==> config.mk <==
export PLATFORM = sky130hd
export DESIGN_NAME = countdown_ctrl
export DESIGN_NICKNAME = d
export VERILOG_FILES = /design/src/rtl/countdown_ctrl.sv
export SDC_FILE = /design/constraint.sdc
export NUM_CORES = 1
export LEC_CHECK = 0
export ABC_AREA = 1
export CORE_MARGIN = 4
export CORE_UTILIZATION = 60
export DETAILED_ROUTE_END_ITERATION = 6
export GPL_TIMING_DRIVEN = 0
export PLACE_DENSITY = 0.87
export SLEW_MARGIN = 10
export SYNTH_ARGS = -nofsm -noshare
export SYNTH_HDL_FRONTEND = slang
export SYNTH_SLANG_ARGS = --single-unit
==> constraint.sdc <==
create_clock -name CLK -period 6.5 [get_ports CLK]
set_clock_uncertainty 0.05 [all_clocks]
set_input_delay 1.3 -clock CLK [delete_from_list [all_inputs] [get_ports CLK]]
set_output_delay 1.3 -clock CLK [all_outputs]
set_load 0.02 [all_outputs]
==> src/rtl/countdown_ctrl.sv <==
// Countdown-timer control core: BCD MM:SS time/setpoint registers and the
// IDLE/RUN/PAUSE/ALARM state machine driven by debounced key pulses and a 1 Hz tick.
module countdown_ctrl #(
  parameter int unsigned MAX_MIN     = 99,
  parameter int unsigned ALARM_TICKS = 10
) (
  input  logic       CLK,
  input  logic       CLR_N,
  input  logic       CE_1HZ,
  input  logic       KEY_MIN,
  input  logic       KEY_SEC,
  input  logic       KEY_SS,
  input  logic       KEY_CLR,
  output logic [7:0] MIN_BCD,
  output logic [7:0] SEC_BCD,
  output logic [1:0] STATE,
  output logic       RUNNING,
  output logic       ALARM
);

  typedef enum logic [1:0] {
    S_IDLE  = 2'd0,
    S_RUN   = 2'd1,
    S_PAUSE = 2'd2,
    S_ALARM = 2'd3
  } state_t;

  localparam logic [7:0] MIN_TOP   = {4'(MAX_MIN / 10), 4'(MAX_MIN % 10)};
  localparam logic [7:0] SEC_TOP   = 8'h59;
  localparam logic [7:0] TICKS_END = 8'(ALARM_TICKS);

  state_t     state_q, state_d;
  logic [7:0] min_q, min_d, sec_q, sec_d;
  logic [7:0] spm_q, spm_d, sps_q, sps_d;
  logic [7:0] cnt_q, cnt_d;
  logic [7:0] dec_min, dec_sec;
  logic       run_d, alm_d;

  function automatic logic [7:0] bcd_inc(input logic [7:0] v, input logic [7:0] top);
    if (v == top)
      return '0;
    else if (v[3:0] == 4'd9)
      return {v[7:4] + 4'd1, 4'd0};
    else
      return {v[7:4], v[3:0] + 4'd1};
  endfunction

  function automatic logic [7:0] bcd_dec(input logic [7:0] v);
    if (v[3:0] == 4'd0)
      return {v[7:4] - 4'd1, 4'd9};
    else
      return {v[7:4], v[3:0] - 4'd1};
  endfunction

  always_ff @(posedge CLK or negedge CLR_N) begin
    if (!CLR_N) begin
      state_q <= S_IDLE;
      min_q   <= '0;
      sec_q   <= '0;
      spm_q   <= '0;
      sps_q   <= '0;
      cnt_q   <= '0;
      RUNNING <= 1'b0;
      ALARM   <= 1'b0;
    end else begin
      state_q <= state_d;
      min_q   <= min_d;
      sec_q   <= sec_d;
      spm_q   <= spm_d;
      sps_q   <= sps_d;
      cnt_q   <= cnt_d;
      RUNNING <= run_d;
      ALARM   <= alm_d;
    end
  end

  // Priority CLR > SS > MIN/SEC > CE; losing inputs in a cycle are dropped.
  always_comb begin
    state_d = state_q;
    min_d   = min_q;
    sec_d   = sec_q;
    spm_d   = spm_q;
    sps_d   = sps_q;
    cnt_d   = cnt_q;
    dec_min = min_q;
    dec_sec = sec_q;
    if (KEY_CLR) begin
      state_d = S_IDLE;
      min_d   = '0;
      sec_d   = '0;
      spm_d   = '0;
      sps_d   = '0;
    end else begin
      case (state_q)
        S_IDLE: begin
          if (KEY_SS) begin
            if ((min_q != '0) || (sec_q != '0)) begin
              spm_d   = min_q;
              sps_d   = sec_q;
              state_d = S_RUN;
            end
          end else begin
            if (KEY_MIN) min_d = bcd_inc(min_q, MIN_TOP);
            if (KEY_SEC) sec_d = bcd_inc(sec_q, SEC_TOP);
          end
        end
        S_RUN: begin
          if (KEY_SS) begin
            state_d = S_PAUSE;
          end else if (CE_1HZ) begin
            if (sec_q != '0) begin
              dec_sec = bcd_dec(sec_q);
            end else if (min_q != '0) begin
              dec_min = bcd_dec(min_q);
              dec_sec = SEC_TOP;
            end
            min_d = dec_min;
            sec_d = dec_sec;
            if ((dec_min == '0) && (dec_sec == '0)) begin
              state_d = S_ALARM;
              cnt_d   = '0;
            end
          end
        end
        S_PAUSE: begin
          if (KEY_SS) state_d = S_RUN;
        end
        S_ALARM: begin
          if (KEY_SS) begin
            state_d = S_IDLE;
            min_d   = spm_q;
            sec_d   = sps_q;
          end else if (CE_1HZ) begin
            cnt_d = cnt_q + 8'd1;
            if (cnt_d == TICKS_END) begin
              state_d = S_IDLE;
              min_d   = spm_q;
              sec_d   = sps_q;
            end
          end
        end
        default: state_d = S_IDLE;
      endcase
    end
  end

  always_comb begin
    run_d = (state_d == S_RUN);
    alm_d = (state_d == S_ALARM);
  end

  assign MIN_BCD = min_q;
  assign SEC_BCD = sec_q;
  assign STATE   = state_q;

endmodule
After elaboration in Yosys (flattened, before gate mapping)

Index checks and enable logic that the tools add are counted.

Flip-flop bits (word level): 44
Input port bits: 7
Word-level logic and storage cells: 125

Add/sub/neg operators: 9
Equality and inequality tests: 24
Mux-type cells: 61
Bitwise operators: 1
Reductions and logical operators: 20

Operator list:

| operator                                            | count |
|---|---|
| 2-to-1 mux 8 bit                                    | 47 |
| one-hot mux 8 bit (3 select lines)                  | 2 |
| AND reduction 7 bit                                 | 3 |
| 2-to-1 mux 2 bit                                    | 10 |
| adder 4 x 1 -> 4 bit, second input constant         | 4 |
| logical NOT 8 bit                                   | 2 |
| inequality test 4 bit, second input constant        | 4 |
| one-hot mux 8 bit (2 select lines)                  | 1 |
| AND reduction 8 bit                                 | 2 |
| nonzero test 8 bit                                  | 2 |
| subtractor 4 x 1 -> 4 bit, second input constant    | 4 |
| inequality test 3 bit, second input constant        | 5 |
| inequality test 2 bit, second input constant        | 5 |
| adder 8 x 1 -> 8 bit, second input constant         | 1 |
| equality test 4 bit, second input constant          | 2 |
| equality test 8 x 4 -> 1 bit, second input constant | 1 |
| equality test 8 x 7 -> 1 bit, second input constant | 1 |
| equality test 8 bit, second input constant          | 1 |
| logical NOT 4 bit                                   | 2 |
| one-hot mux 2 bit (4 select lines)                  | 1 |
| nonzero test 2 bit                                  | 4 |
| equality test 2 bit, second input constant          | 3 |
| equality test 2 x 1 -> 1 bit, second input constant | 2 |
| nonzero test 4 bit                                  | 1 |
| 5 further kinds                                     | 5 |

Longest topological paths before layout

Depth in word-level cells: 16
Gate-level depth with buffers: 18
Depth with buffers taken out: 18

Least setup slack after synthesis

No wires, ideal clock.

Kind: input to register
Start: in KEY_CLR
End: reg min_q[6] (netlist: MIN_BCD[6])
Data arrival time: 2,327 ps
Required time: 6,321 ps
Slack: 3,994 ps
Stages on the path: 10
Buffers on the path: 1
Cells stage by stage: buf_2 inv_1 nand2_1 nor2_1 nor3_1 nand2_1 inv_1 nand2_1 nand2_1 o21ai_0

Word-level cells in the longest chain between the ends: 2
Elaborated cells between the ends (all ways): 10
Those cells by class: 7 x eq/ne; 1 x mux; 2 x reduce/logical

RTL lines:

| what                                                           | line | source |
|---|---|---|
| from (decl)                                                    | 13   | `input logic KEY_CLR,` |
| inequality test 4 bit (no source line) (tied with other cells) | n/a  |  |
| AND reduction 8 bit (no source line)                           | n/a  |  |
| to (signal assigned)                                           | 67   | `min_q <= min_d;` |
| to (decl)                                                      | 33   | `logic [7:0] min_q, min_d, sec_q, sec_d;` |

Parallel ways exist; a longest one is shown, timed or not.
A chain may end at the register's enable or synchronous reset.

Final worst setup path

Start: reg sec_q[3] (netlist: SEC_BCD[3])
End: out SEC_BCD[3]

RTL lines:

| what                   | line | source |
|---|---|---|
| from (decl)            | 33   |  |
| from (signal assigned) | 59   | `sec_q <= '0;` |
| from (signal assigned) | 68   | `sec_q <= sec_d;` |
| to (decl)              | 15   | `output logic [7:0] SEC_BCD,` |

No word-level cell between the ends.

==> flow_summary.rst <==
.. list-table::
   :header-rows: 1

   * - Metric
     - Value
   * - Outcome
     - complete, no violations
   * - Peak supply drop
     - 0.000228 V
   * - Routed vias
     - 3445
   * - Met1 Track Usage GR
     - 34.6%
   * - Source of the worst hold timing path
     - sps_q[1]
   * - Average via count per standard cell
     - 5.90
   * - Setup TNS
     - 0 ns
   * - Areal power density over the cells
     - 409 nW/um2
   * - Post-synthesis instance area
     - 3380 um2
   * - Worst-margin pin slew
     - 0.640 ns
   * - Static leakage power
     - 1.84 nW
   * - Clock Tree Root
     - clkbuf_8
   * - Max-slew violation count
     - 0
   * - Area share of the largest cell type after synthesis
     - 32.6%
   * - # placed instances
     - 576
   * - Setup crit start kind
     - register
   * - First DRT Iteration DRCs
     - 313
   * - Sequential element share of the synthesized area
     - 32.6%
   * - Fraction of layout cells with a size suffix above 1
     - 9.18%
   * - Via count of the first global-routing pass
     - 3291
   * - Sink count of the clock tree
     - 44
   * - Routed WL
     - 8900 um
   * - H-tree level count
     - 2
   * - Post-cts sizing count
     - 0
   * - Hold/Removal Path Class
     - reg2reg
   * - Remaining Overflow, GRT
     - 0
   * - Timing-limited maximum frequency
     - 0.348 GHz
   * - Diode insertion count for antenna repair
     - 0
   * - Antenna violations before repair
     - 0
   * - Gr busiest metal
     - met2
   * - Floorplan die area
     - 6890 um2
   * - Combined buffer and inverter count along the critical path
     - 1
   * - Buffers from clock root to sink, at most
     - 2
   * - Arr. time, crit path
     - 1.52 ns
   * - Source of the critical timing path
     - SEC_BCD[3]
   * - First-pass GRT wire length
     - 15100 um
   * - Mean area per synthesized cell
     - 7.06 um2
   * - Vert. Die Dim
     - 83.0 um
   * - Average wire per standard cell
     - 15.2 um
   * - Reg2reg path depth
     - 15
   * - Launch instance of the worst register-to-register path
     - SEC_BCD[0]
   * - Multi-input logic area
     - 1990 um2
   * - Core area
     - 5470 um2
   * - Min cycle time layout
     - 2.87 ns
   * - Peak fanout along the critical path
     - 6
   * - Synth Net Count
     - 501
   * - Worst-case headroom to the max-slew limit
     - 57.1%
   * - RSZ-0062 raised after global routing
     - no
   * - Type of element capturing the critical path
     - output pin
   * - Global-route track usage on met3
     - 5.16%
   * - Final hold slack
     - 0.475 ns
   * - Worst skew pair latency
     - 0.31 ns
   * - Max-capacitance violation count
     - 0
   * - Instance count along the most critical hold path
     - 2
   * - CTS clk-pin slew, worst paths
     - 0.08 ns
   * - Top-level port count
     - 27
   * - Minimum setup slack among reg-to-reg paths
     - 3.79 ns
   * - Starting Density
     - 61.7%
   * - Register area
     - 1100 um2
   * - # fillers
     - 476
   * - All-layer global routing usage
     - 26.3%
   * - Total number of placement rows
     - 27
   * - Terminus of the critical flop-to-flop path
     - cnt_q[5]
   * - Antenna-violating nets left
     - 0
   * - Number of buffers inserted by port buffering
     - 25
   * - Hold path endpoint
     - sps_q[1]
   * - DRT Pass-1 Iters
     - 5
   * - Post-CTS Hold Fix Bufs
     - 0
   * - Filler-free cell count of the finished design
     - 584
   * - Critical Path, Cell by Cell
     - clkdlybuf4s50_1
   * - Final period utilization
     - 44.2%
   * - Final hold vios
     - 0
   * - Largest stage delay on the critical path
     - 0.67 ns
   * - Clock tree from TritonCTS
     - done
   * - Master of the slowest instance on the critical path
     - clkdlybuf4s50_1
   * - Detail Placement HPWL
     - 6570 um
   * - CTS Buf Count
     - 5
   * - Largest net degree at the start of global routing
     - 30
   * - Fraction of met2 tracks used by global routing
     - 42.1%
   * - Setup CP Type
     - reg2out
   * - Required arrival time at the worst endpoint
     - 5.15 ns
   * - Synth Instances
     - 478
   * - Yosys reg bits
     - 44
   * - Final setup violation count
     - 0
   * - Top Family by Delay on Critical Path
     - buffers and inverters
   * - Buffers inserted by post-CTS timing repair
     - 0
   * - DRC violation count after routing
     - 0
   * - Total Power Consumption
     - 1.56 mW
   * - Die width
     - 83.0 um
   * - Cell types with the largest area share after synthesis
     - dfrtp_1, nand2_1, o21ai_0
   * - Dominant cell type by area after synthesis
     - dfrtp_1
   * - Growth of design area from synthesis to finish
     - 13.2%
   * - Count of yosys warnings during synthesis
     - 0
   * - Count of cell types in the netlist
     - 36
   * - Net count of the finished layout
     - 534
   * - Final weighted congestion in routability-driven placement
     - 0.929
-- flip-flops by register name, summed over array words and instances, names as in the netlist --
name and cells:
RUNNING 1, spm_q 8, SEC_BCD 8, ALARM 1, sps_q 8, cnt_q 8, MIN_BCD 8, STATE 2
-- stage by stage --
stage	worst slack, ns	area [um2]	util (%)
floorplan	3.99	3380	-
global placement	2.88	3720	67.9
detailed placement	3.34	3730	68.2
CTS	3.63	3820	69.8
global route	3.46	3820	69.8
finish	3.63	3820	69.8
-- how the worst max path moves through the flow --
| stage | end | cells past startpoint |
|---|---|---|
| after CTS | SEC_BCD[3] | 1 |
| after global routing | MIN_BCD[5] | 9 |
| after detailed placement | MIN_BCD[4] | 8 |
| final | SEC_BCD[3] | 1 |
| after floorplan | MIN_BCD[6] | 10 |
| after global placement | spm_q[0] | 1 |
-- cell families after synthesis --
group | synth area share (%)
XOR/XNOR | 3.11
adder cells (fa/ha/maj) | 5.93
AO/OA/AOI/OAI | 13.5
AND/OR/NAND/NOR | 36.3
buffers and inverters | 8.56
flip-flops | 32.6
-- report_power, final --
part	switching (mW)	total [mW]	internal, mW
logic	0.653	0.999	0.346
clock network	0.0969	0.184	0.0869
registers	0.0622	0.382	0.319
total	0.812	1.56	0.752
-- area by class of cell --
| type | count | share of cell area, % |
|---|---|---|
| Buffer | 14 | 2.06 |
| Multi-Input combinational cell | 364 | 52.0 |
| Sequential cell | 44 | 28.8 |
| Timing Repair Buffer | 26 | 6.94 |
| Clock buffer | 8 | 2.36 |
| Tap cell | 72 | 2.36 |
| Inverter | 56 | 5.50 |
-- layer usage --
metal  vias up  part of all wire [%]
li1       1642                     -
met4         0                   3.6
met2       173                    47
met1      1582                    43
met5         -                     0
met3        48                   7.0
-- cells in the final DEF, fill, tap and decap left out, drive strengths merged --
cell / instances
a211oi: 5
a21oi: 11
a221o: 1
buf: 11
clkbuf: 13
clkdlybuf4s50: 24
clkinv: 2
dfrtp: 44
ha: 16
inv: 54
nand2: 139
nand3: 44
nand3b: 1
nand4: 13
nor2: 50
nor3: 7
nor3b: 1
nor4: 1
o2111ai: 6
o211ai: 4
o21ai: 45
o22ai: 6
o31ai: 1
or2: 1
xnor2: 4
xor2: 8
-- synth_stat cells (all sizes together) --
master / instances
nand3: 44
nor2: 50
o22ai: 6
or2: 1
a221o: 1
nand4: 13
buf: 9
a21oi: 11
o31ai: 1
xnor2: 4
clkinv: 2
xor2: 8
o21ai: 45
nor4: 1
dfrtp: 44
a211oi: 5
nor3b: 1
ha: 16
nand3b: 1
nor3: 7
o2111ai: 6
inv: 54
nand2: 139
clkbuf: 5
o211ai: 4
(Power assumes the default switching activity.)
